===== src/rtl/filter_select_ctrl.sv =====
// filter_select_ctrl: synchronizes, debounces and frame-aligns the filter-select switches
//   clk, reset   : 50 MHz clock, asynchronous active-high reset
//   sw_raw       : raw slide switches (asynchronous)
//   frame_start  : one-cycle pulse at start of vertical blanking
//   filter_sel   : committed select (one-hot filter, 0 pass-through, multi-hot invalid)
//   sel_valid    : committed select has at most one bit set
//   pending      : debounced select waiting for frame_start
//   sel_changed  : one-cycle pulse when filter_sel is (re)loaded
module filter_select_ctrl #(
  parameter int N_SW = 5,
  parameter int DEBOUNCE_CYCLES = 500000
) (
  input  logic            clk,
  input  logic            reset,
  input  logic [N_SW-1:0] sw_raw,
  input  logic            frame_start,
  output logic [N_SW-1:0] filter_sel,
  output logic            sel_valid,
  output logic            pending,
  output logic            sel_changed
);
  localparam int CW = $clog2(DEBOUNCE_CYCLES);
  localparam logic [CW-1:0] CNT_MAX = CW'(DEBOUNCE_CYCLES - 1);
  typedef enum logic {IDLE, PENDING} state_t;
  state_t state_q, state_d;
  logic [N_SW-1:0] sync1_q, sync2_q, cand_q, stable_q, pend_sel_q, filter_sel_q;
  logic [N_SW-1:0] cand_d, stable_d, pend_sel_d, filter_sel_d;
  logic [CW-1:0] cnt_q, cnt_d;
  logic sel_valid_q, sel_valid_d, sel_changed_q, sel_changed_d;
  logic upd, commit;
  always_ff @(posedge clk or posedge reset) begin
    if (reset) begin
      sync1_q <= '0;
      sync2_q <= '0;
      cand_q <= '0;
      stable_q <= '0;
      cnt_q <= '0;
      pend_sel_q <= '0;
      state_q <= IDLE;
      filter_sel_q <= '0;
      sel_valid_q <= 1'b1;
      sel_changed_q <= 1'b0;
    end else begin
      sync1_q <= sw_raw;
      sync2_q <= sync1_q;
      cand_q <= cand_d;
      stable_q <= stable_d;
      cnt_q <= cnt_d;
      pend_sel_q <= pend_sel_d;
      state_q <= state_d;
      filter_sel_q <= filter_sel_d;
      sel_valid_q <= sel_valid_d;
      sel_changed_q <= sel_changed_d;
    end
  end
  always_comb begin
    upd = (sync2_q == cand_q) && (cand_q != stable_q) && (cnt_q == CNT_MAX);
    commit = (state_q == PENDING) && frame_start;
    // cand always tracks sync2; any difference restarts the count
    cand_d = sync2_q;
    cnt_d = (sync2_q != cand_q || cand_q == stable_q || upd) ? '0 : cnt_q + CW'(1);
    stable_d = upd ? cand_q : stable_q;
    pend_sel_d = upd ? cand_q : pend_sel_q;
    // a stable update coinciding with a commit keeps the FSM pending for the new value
    state_d = upd ? PENDING : (commit ? IDLE : state_q);
    filter_sel_d = commit ? pend_sel_q : filter_sel_q;
    sel_valid_d = commit ? ((pend_sel_q & (pend_sel_q - N_SW'(1))) == '0) : sel_valid_q;
    sel_changed_d = commit;
  end
  assign filter_sel = filter_sel_q;
  assign sel_valid = sel_valid_q;
  assign pending = (state_q == PENDING);
  assign sel_changed = sel_changed_q;
endmodule


===== config.mk =====
export PLATFORM = sky130hd
export DESIGN_NAME = filter_select_ctrl
export DESIGN_NICKNAME = d
export VERILOG_FILES = /design/src/rtl/filter_select_ctrl.sv
export SDC_FILE = /design/constraint.sdc
export NUM_CORES = 1
export LEC_CHECK = 0
export ABC_AREA = 0
export CAP_MARGIN = 20
export CORE_ASPECT_RATIO = 0.75
export CORE_UTILIZATION = 54
export CTS_CLUSTER_SIZE = 25
export DETAILED_ROUTE_END_ITERATION = 10
export GPL_ROUTABILITY_DRIVEN = 1
export PLACE_DENSITY = 0.87
export REMOVE_ABC_BUFFERS = 1
export SLEW_MARGIN = 15
export SYNTH_ARGS = -nofsm -noshare
export SYNTH_HDL_FRONTEND = slang
export SYNTH_SLANG_ARGS = --single-unit

===== constraint.sdc =====
create_clock -name clk -period 3.3 [get_ports clk]
set_input_delay 0.66 -clock clk [delete_from_list [all_inputs] [get_ports clk]]
set_output_delay 0.66 -clock clk [all_outputs]
set_load 0.02 [all_outputs]

==> results of run 1 <==
-- per-stage QoR --
stage / instances / utilization / cell area [sq um] / total power (W)
global placement: 227 / 0.647 / 2230 / 0.000644
detailed placement: 227 / 0.647 / 2230 / 0.000647
finish: 235 / 0.682 / 2350 / 0.00107
global route: 235 / 0.682 / 2350 / 0.00111
floorplan: 160 / - / 2000 / 0.000628
CTS: 235 / 0.682 / 2350 / 0.00108
-- power by group --
part            total, W  switching (W)  internal [W]
sequential      0.000595     0.00000807      0.000587
clock           0.000434       0.000189      0.000245
combinational  0.0000395      0.0000219     0.0000176
total            0.00107       0.000219      0.000849
-- layer usage --
metal,track usage,part of all wire
met1,0.258,0.47
met4,0.0756,0.021
met3,0.0712,0.037
met2,0.300,0.47
met5,0,0
-- registers in the layout, indices dropped and copies added, names as in the netlist --
signal and cells:
cand_d 5, cand_q 5, cnt_q 19, filter_sel 5, pend_sel_q 5, pending 1
sel_changed 1, sel_valid 1, sync1_q 5
-- kinds of logic (layout without fill, tap and decap cells) --
family	after synthesis	after routing	synth area share
adders and majority gates	2	2	0.0110
muxes	9	9	0.0588
buffers and inverters	9	31	0.0300
DFF	47	47	0.577
AOI/OAI and AO/OA	6	6	0.0178
xor gates and xnor gates	27	27	0.116
and+or+nand+nor	63	63	0.190
-- final timing paths --
kind	startpoint	end	slack [ns]	depth (start not counted)
setup / recovery	cnt_q[0]	cnt_q[5]	1.19	6
hold / removal	sync1_q[0]	cand_d[0]	0.35	0
setup reg to reg	cnt_q[0]	cnt_q[5]	1.19	6
hold reg to reg	sync1_q[0]	cand_d[0]	0.35	0
max in group asynchronous	reset	sync1_q[1]	1.88	3
min in group asynchronous	reset	cnt_q[15]	0.74	2
-- area by class of cell --
| type | count | area share |
|---|---|---|
| clock buffer | 6 | 0.0352 |
| inverter | 6 | 0.00959 |
| sequential | 47 | 0.501 |
| tap | 50 | 0.0266 |
| clock inverter | 2 | 0.0149 |
| timing repair buffer | 17 | 0.0703 |
| multi-input combinational | 107 | 0.342 |
-- worst max-delay path: cells and delay by family, from the launching register on --
kind | cells | cell delay (ns)
AND/OR/NAND/NOR | 4 | 0.99
flip-flops | 1 | 0.43
buffers and inverters | 1 | 0.33
adder cells (fa/ha/maj) | 1 | 0.25
-- cell usage after synthesis, types with 2 or more instances --
master	instances	area, sq um
dfrtp_1	46	1150
nor2_1	15	56.3
xor2_1	14	123
xnor2_1	13	114
nand2_1	11	41.3
nand3_1	8	40.0
nor2_4	8	90.1
inv_1	6	22.5
mux2_4	5	75.1
mux2_2	4	45.0
nand4_1	4	25.0
and3_1	3	18.8
o21ai_0	3	15.0
and2_1	2	12.5
nor2_2	2	12.5
nor3_2	2	20.0
nor4_2	2	25.0
==> impl_results.md, run 1 <==
- Max-cap violation count: 0
- Drt first pass iters: 4
- Sequential cell area: 1180 sq um
- Data arrival time of the critical path: 2.30 ns
- # diodes: 0
- Crit Path Category: reg2reg
- Max Fclk: 474 MHz
- First-pass GRT wire length: 5780 um
- Min Hold Slack: 0.348 ns
- Share of layout cells above drive strength 1: 0.189
- Slew Viols, Final: 0
- DR iter-0 viols: 52
- Synthesis Warnings: 0
- Vias: 1217
- Most common cell after layout, fill and taps aside: dfrtp_1
- Hold_buf cts: 0
- Unrepaired setup endpoints after global routing: false
- CTS Buf Count: 5
- Core area: 3450 sq um
- Cells after Synth: 163
- Leakage Power: 0.974 nW
- CP cell instances: ha_1, nand4_1, nor4_2, or2_1, buf_4, nor2_1
- Clk Latency, worst-skew pair: 0.31 ns
- Final Setup Violations: 0
- CP Max Fanout: 11
- # DRC: 0
- Drt total wl: 3390 um
- Most frequent cells in the layout: dfrtp_1 (46), nor2_1 (15), clkdlybuf4s50_1 (15), xor2_1 (14), xnor2_1 (13)
- Dpl ws: 1.20 ns
- Post-synth EDFFs: 0
- Maximum vdd ir drop: 0.414 mV
- Via-per-instance ratio: 5.18
- Nets: 193
- Initial antenna violation count: 0
- Starting Density: 0.593
- Final TNS setup: 0 ns
- Ys flop type: dfrtp_1
- Clock root cell: clkbuf_8
- Pwr/cell area: 455 nW/um^2
- Cell variety after synth: 32
- Critical path's largest stage delay: 0.49 ns
- Clock Skew: 0.0122 ns
- Worst setup margin: 1.19 ns
- Synth Cell Area: 2040 sq um
- Multi-input gate area: 803 sq um
- Clock sink total: 47
- Die area: 4030 sq um
- Largest net degree at the start of global routing: 32
- Fin. Hold Viols: 0
- H-tree levels: 2
- RePlAce Congestion: 0.856
- Rows: 18
- Horiz. Die Dim: 73.0 um
- CP Launch Type: flop
- FILL cells: 263
- Headroom to the max-slew limit: 0.580
- CP endpoint kind: flop
- Vias in the first global route: 1215
- WL/cell: 14.4 um
- Fin crit period: 2.11 ns
- Syn_area_per_cell: 12.5 sq um
- Synth async-reset ratio: 1.00
- Run status: finished clean
- CTS tree: built
- Gr usage total: 0.197
- Seq/Total Area, Yosys: 0.577
- Clock Tree Buf Depth: 2
- Slew @ Worst Pin: 0.629 ns
- Grt ovf: 0
- Antenna viol nets, final: 0
- Setup repair bufs after CTS: 0
- Clock slew at reported path FFs: 0.08 ns
- Die Y: 55.3 um
- CP max stage cell: or2_1
- Syn-to-layout area delta: 15.0%
- Post-cts sizing count: 0
- Hold Path Class: reg2reg
- IO Count: 16
- CP required: 3.49 ns
- Hpwl dp: 2470 um
- Flops & latches, synth: 47
- Period utilisation layout: 0.640
- Count of input and output buffers: 15
Note: power is estimated with default switching activity, not from simulation.
==> run 2, diff against run 1 <==
==> constraint.sdc (replaced) <==
create_clock -name clk -period 2.1 [get_ports clk]
set_input_delay 0.42 -clock clk [delete_from_list [all_inputs] [get_ports clk]]
set_output_delay 0.42 -clock clk [all_outputs]
set_load 0.02 [all_outputs]
==> run 2 against run 1 <==
Against the previous run: clock power increased by 77%; clock skew decreased by 0.0066 ns; non-clock buffer count unchanged; critical endpoint is now pend_sel_q[3]; highest routed layer unchanged.
==> impl_results.md, run 2 (synthesized netlist as in run 1, its figures left out) <==
- Run status: finished clean
- First-pass GRT wire length: 5490 um
- WL/cell: 13.7 um
- Dpl ws: 0.223 ns
- DP Area: 2260 sq um
- Rows: 18
- Syn-to-layout area delta: 17.2%
- Horiz. Die Dim: 73.0 um
- CP Buf/Inv Count: 0
- Final Util: 0.694
- Core area: 3450 sq um
- Post-cts sizing count: 0
- Worst setup margin: 0.164 ns
- Drt total wl: 3230 um
- Die area: 4030 sq um
- Final TNS setup: 0 ns
- Max layer used: met4
- Crit Path Category: reg2reg
- Hold_buf cts: 0
- Headroom to the max-slew limit: 0.628
- CP Max Fanout: 6
- Data arrival time of the critical path: 2.13 ns
- Drt first pass iters: 4
- CTS tree: built
- Max Fclk: 517 MHz
- Gr usage total: 0.189
- Unrepaired setup endpoints after global routing: false
- Vias: 1205
- Antenna viol nets, final: 0
- Detail Route met2 WL: 1560 um
- Hold Path Class: reg2reg
- Share of layout cells above drive strength 1: 0.184
- Final Cell Area: 2390 sq um
- Clock sink total: 47
- Vias in the first global route: 1230
- Initial antenna violation count: 0
- Clock root cell: clkbuf_8
- Most common cell after layout, fill and taps aside: dfrtp_1
- DR iter-0 viols: 52
- Leakage Power: 0.986 nW
- Clock Tree Buf Depth: 2
- CP cell instances: xnor2_1, nand3_1, o2111ai_1, nand2b_1, mux2_4
- Met3 wire length: 166 um
- Slew Viols, Final: 0
- Cell family with most CP delay: simple AND/OR/NAND/NOR gates
- Clk Latency, worst-skew pair: 0.30 ns
- Pwr/cell area: 740 nW/um^2
- # DRC: 0
- Fin. Hold Viols: 0
- Final Setup Violations: 0
- Most frequent cells in the layout: dfrtp_1 (46), nor2_1 (15), clkdlybuf4s50_1 (15), xor2_1 (14), xnor2_1 (13)
- H-tree levels: 2
- CP endpoint kind: flop
- Nets: 193
- # diodes: 0
- Biggest register: cnt_q
- CP max stage cell: dfrtp_1
- Starting Density: 0.593
- Count of input and output buffers: 15
- Period utilisation layout: 0.922
- Clock slew at reported path FFs: 0.08 ns
- RePlAce Congestion: 0.840
- Grt ovf: 0
- Die Y: 55.3 um
- Critical path's largest stage delay: 0.44 ns
- Fin crit period: 1.94 ns
- Maximum vdd ir drop: 0.519 mV
- CTS Buf Count: 5
- Min Hold Slack: 0.353 ns
- Max FFs per register: 19
- Largest net degree at the start of global routing: 34
- Wire length on met1: 1410 um
- Hpwl dp: 2320 um
- Via-per-instance ratio: 5.13
- Clock Skew: 0.00559 ns
- Slew @ Worst Pin: 0.555 ns
- CP Launch Type: flop
- Max-cap violation count: 0
- Setup repair bufs after CTS: 0
- CP required: 2.29 ns
- IO Count: 16
[run 2: final timing paths]
path                               start             to  slack (ns)  cells past startpoint
max in group asynchronous          reset      sel_valid        1.13                      3
min in group asynchronous          reset       cnt_q[7]        0.42                      2
max                        pend_sel_q[3]  pend_sel_q[3]        0.16                      5
min reg2reg                   sync1_q[4]      cand_d[4]        0.35                      0
min                           sync1_q[4]      cand_d[4]        0.35                      0
max reg2reg                pend_sel_q[3]  pend_sel_q[3]        0.16                      5
[run 2: area by class of cell]
type                            instances  area, sq um
Clock buffer                            5         68.8
Clock inverter                          3         67.6
Fill cell                             240         1050
Inverter                                6         22.5
Multi-Input combinational cell        107          803
Sequential cell                        47         1180
Tap cell                               50         62.6
Timing Repair Buffer                   17          190
[run 2: where the power goes]
| group | total (W) | internal, W | switching [W] |
|---|---|---|---|
| registers | 0.000934 | 0.000922 | 0.0000115 |
| logic | 0.0000666 | 0.0000317 | 0.0000349 |
| clock network | 0.000769 | 0.000474 | 0.000295 |
[run 2: per-stage QoR]
stage / instances / total power, W
CTS: 235 / 0.00178
global placement: 227 / 0.00102
detailed placement: 227 / 0.00102
floorplan: 160 / 0.000987
finish: 235 / 0.00177
global route: 235 / 0.00183
[run 2: worst reg2reg max path: cells and delay by family, from the launching register on]
kind / cells / cell delay (ns)
mux: 1 / 0.34
xor+xnor: 1 / 0.18
flops: 1 / 0.44
simple gates: 2 / 0.48
compound gates: 1 / 0.39
[run 2: layer usage]
metal | GRT usage | vias to the layer above
met1 | 0.230 | 583
met3 | 0.0730 | 12
li1 | - | 576
met2 | 0.291 | 34
met5 | 0 | -
met4 | 0.0924 | 0
==> run 3, diff against run 2 <==
--- a/config.mk
+++ b/config.mk
@@ -8,6 +8,7 @@
 export ABC_AREA = 0
 export CAP_MARGIN = 20
 export CORE_ASPECT_RATIO = 0.75
+export CORE_MARGIN = 5
 export CORE_UTILIZATION = 54
 export CTS_CLUSTER_SIZE = 25
 export DETAILED_ROUTE_END_ITERATION = 10
==> constraint.sdc (replaced) <==
create_clock -name clk -period 2.25 [get_ports clk]
set_input_delay 0.45 -clock clk [delete_from_list [all_inputs] [get_ports clk]]
set_output_delay 0.45 -clock clk [all_outputs]
set_load 0.02 [all_outputs]
==> run 3 against run 2 <==
Against the previous run: combinational power decreased by 9.9%; via count about the same; register-to-register slack improved by 0.25 ns; routed wire length decreased by 1.5%; worst hold slack improved by 0.00080 ns.
==> impl_results.md, run 3 (synthesized netlist as in run 1, its figures left out) <==
- Run status: finished clean
- Gr usage total: 0.145
- CTS Buf Count: 5
- Slew @ Worst Pin: 0.442 ns
- Max-cap violation count: 0
- Slew Viols, Final: 0
- CP max stage cell: clkdlybuf4s50_1
- RePlAce Congestion: 0.781
- Max Fclk: 533 MHz
- Placed insts: 229
- Hold Path Class: reg2reg
- Die area: 5120 sq um
- Reg2Reg Setup Slack: 0.41 ns
- Headroom to the max-slew limit: 0.704
- Vias: 1206
- Count of input and output buffers: 15
- Core area: 3660 sq um
- Syn-to-layout area delta: 14.6%
- Unrepaired setup endpoints after global routing: false
- Most frequent cells in the layout: dfrtp_1 (46), nor2_1 (15), clkdlybuf4s50_1 (15), xor2_1 (14), xnor2_1 (13)
- CTS tree: built
- Die Y: 63.3 um
- Horiz. Die Dim: 81.0 um
- Rows: 19
- Hpwl dp: 2300 um
- Worst Hold Path Cells: 0
- Drt first pass iters: 4
- Share of layout cells above drive strength 1: 0.184
- Leakage Power: 0.959 nW
- Final TNS setup: 0 ns
- Most common cell after layout, fill and taps aside: dfrtp_1
- Final Cell Area: 2340 sq um
- Cell family with most CP delay: buffers and inverters
- # DRC: 0
- Initial antenna violation count: 0
- Post-cts sizing count: 0
- Power, Total: 0.00144 W
- Drt total wl: 3180 um
- FF-to-FF End: pend_sel_q[0]
- Via-per-instance ratio: 5.09
- Hold_buf cts: 0
- Clock slew at reported path FFs: 0.09 ns
- IO Count: 16
- Clk Latency, worst-skew pair: 0.30 ns
- DR iter-0 viols: 74
- Grt ovf: 0
- Pwr/cell area: 616 nW/um^2
- Maximum vdd ir drop: 0.496 mV
- First-pass GRT wire length: 5620 um
- Min Hold Slack: 0.354 ns
- Clock root cell: clkbuf_8
- Fin. Hold Viols: 0
- CP endpoint kind: output pin
- CP Launch Type: flop
- H-tree levels: 2
- Clock Tree Buf Depth: 2
- Hold Path End: cand_d[2]
- Nets: 193
- HP Start: sync1_q[2]
- Biggest register: cnt_q
- Period utilisation layout: 0.833
- Data arrival time of the critical path: 1.42 ns
- Max FFs per register: 19
- WL/cell: 13.4 um
- # diodes: 0
- Starting Density: 0.558
- Clock sink total: 47
- Final Setup Violations: 0
- Clock Skew: 0.00379 ns
- Antenna viol nets, final: 0
- Setup repair bufs after CTS: 0
- CP Buf/Inv Count: 1
- Fin crit period: 1.87 ns
- Vias in the first global route: 1187
- Critical path's largest stage delay: 0.59 ns
- RR Startpoint: pend_sel_q[0]
- CP required: 1.80 ns
- Final non-filler cell total: 237
- Worst r2r path cells: 5
- Largest net degree at the start of global routing: 48
- CP cell instances: clkdlybuf4s50_1
- Crit Path Category: reg2out
- DP Area: 2250 sq um
- CP Max Fanout: 2
## run 3: worst max path at each step
stage	start	cells past startpoint	to	slack, ns
after floorplan	cnt_q[10]	5	cnt_q[18]	0.27
after global placement	pend_sel_q[0]	5	pend_sel_q[0]	0.45
after detailed placement	pend_sel_q[0]	5	pend_sel_q[0]	0.40
after CTS	sel_valid	1	sel_valid	0.36
after global routing	pend_sel_q[0]	5	pend_sel_q[0]	0.26
final	sel_valid	1	sel_valid	0.38
## run 3: routing by layer
| layer | vias up | GRT usage | share of wire |
|---|---|---|---|
| met4 | 0 | 0.0844 | 0.024 |
| li1 | 578 | - | - |
| met2 | 26 | 0.201 | 0.47 |
| met5 | - | 0 | 0 |
| met3 | 9 | 0.0442 | 0.049 |
| met1 | 593 | 0.198 | 0.46 |
## run 3: through the flow
step,util,setup slack [ns]
2_1_floorplan,-,0.273
3_3_place_gp,0.613,0.451
3_5_place_dp,0.613,0.400
4_1_cts,0.639,0.362
5_1_grt,0.639,0.259
6_report,0.639,0.375
## run 3: power breakdown
group	switching [W]	internal [W]	total (W)
clock network	0.000287	0.000222	0.000509
logic	0.0000318	0.0000282	0.0000600
registers	0.0000108	0.000861	0.000871
## run 3: layout make-up
class,instances,area (sq um)
well taps,52,65.1
clock inverters,3,25.0
multi-input cells,107,803
fillers,280,1320
inverters,6,22.5
clock buffers,5,68.8
flip-flops and latches,47,1180
repair buffers,17,178
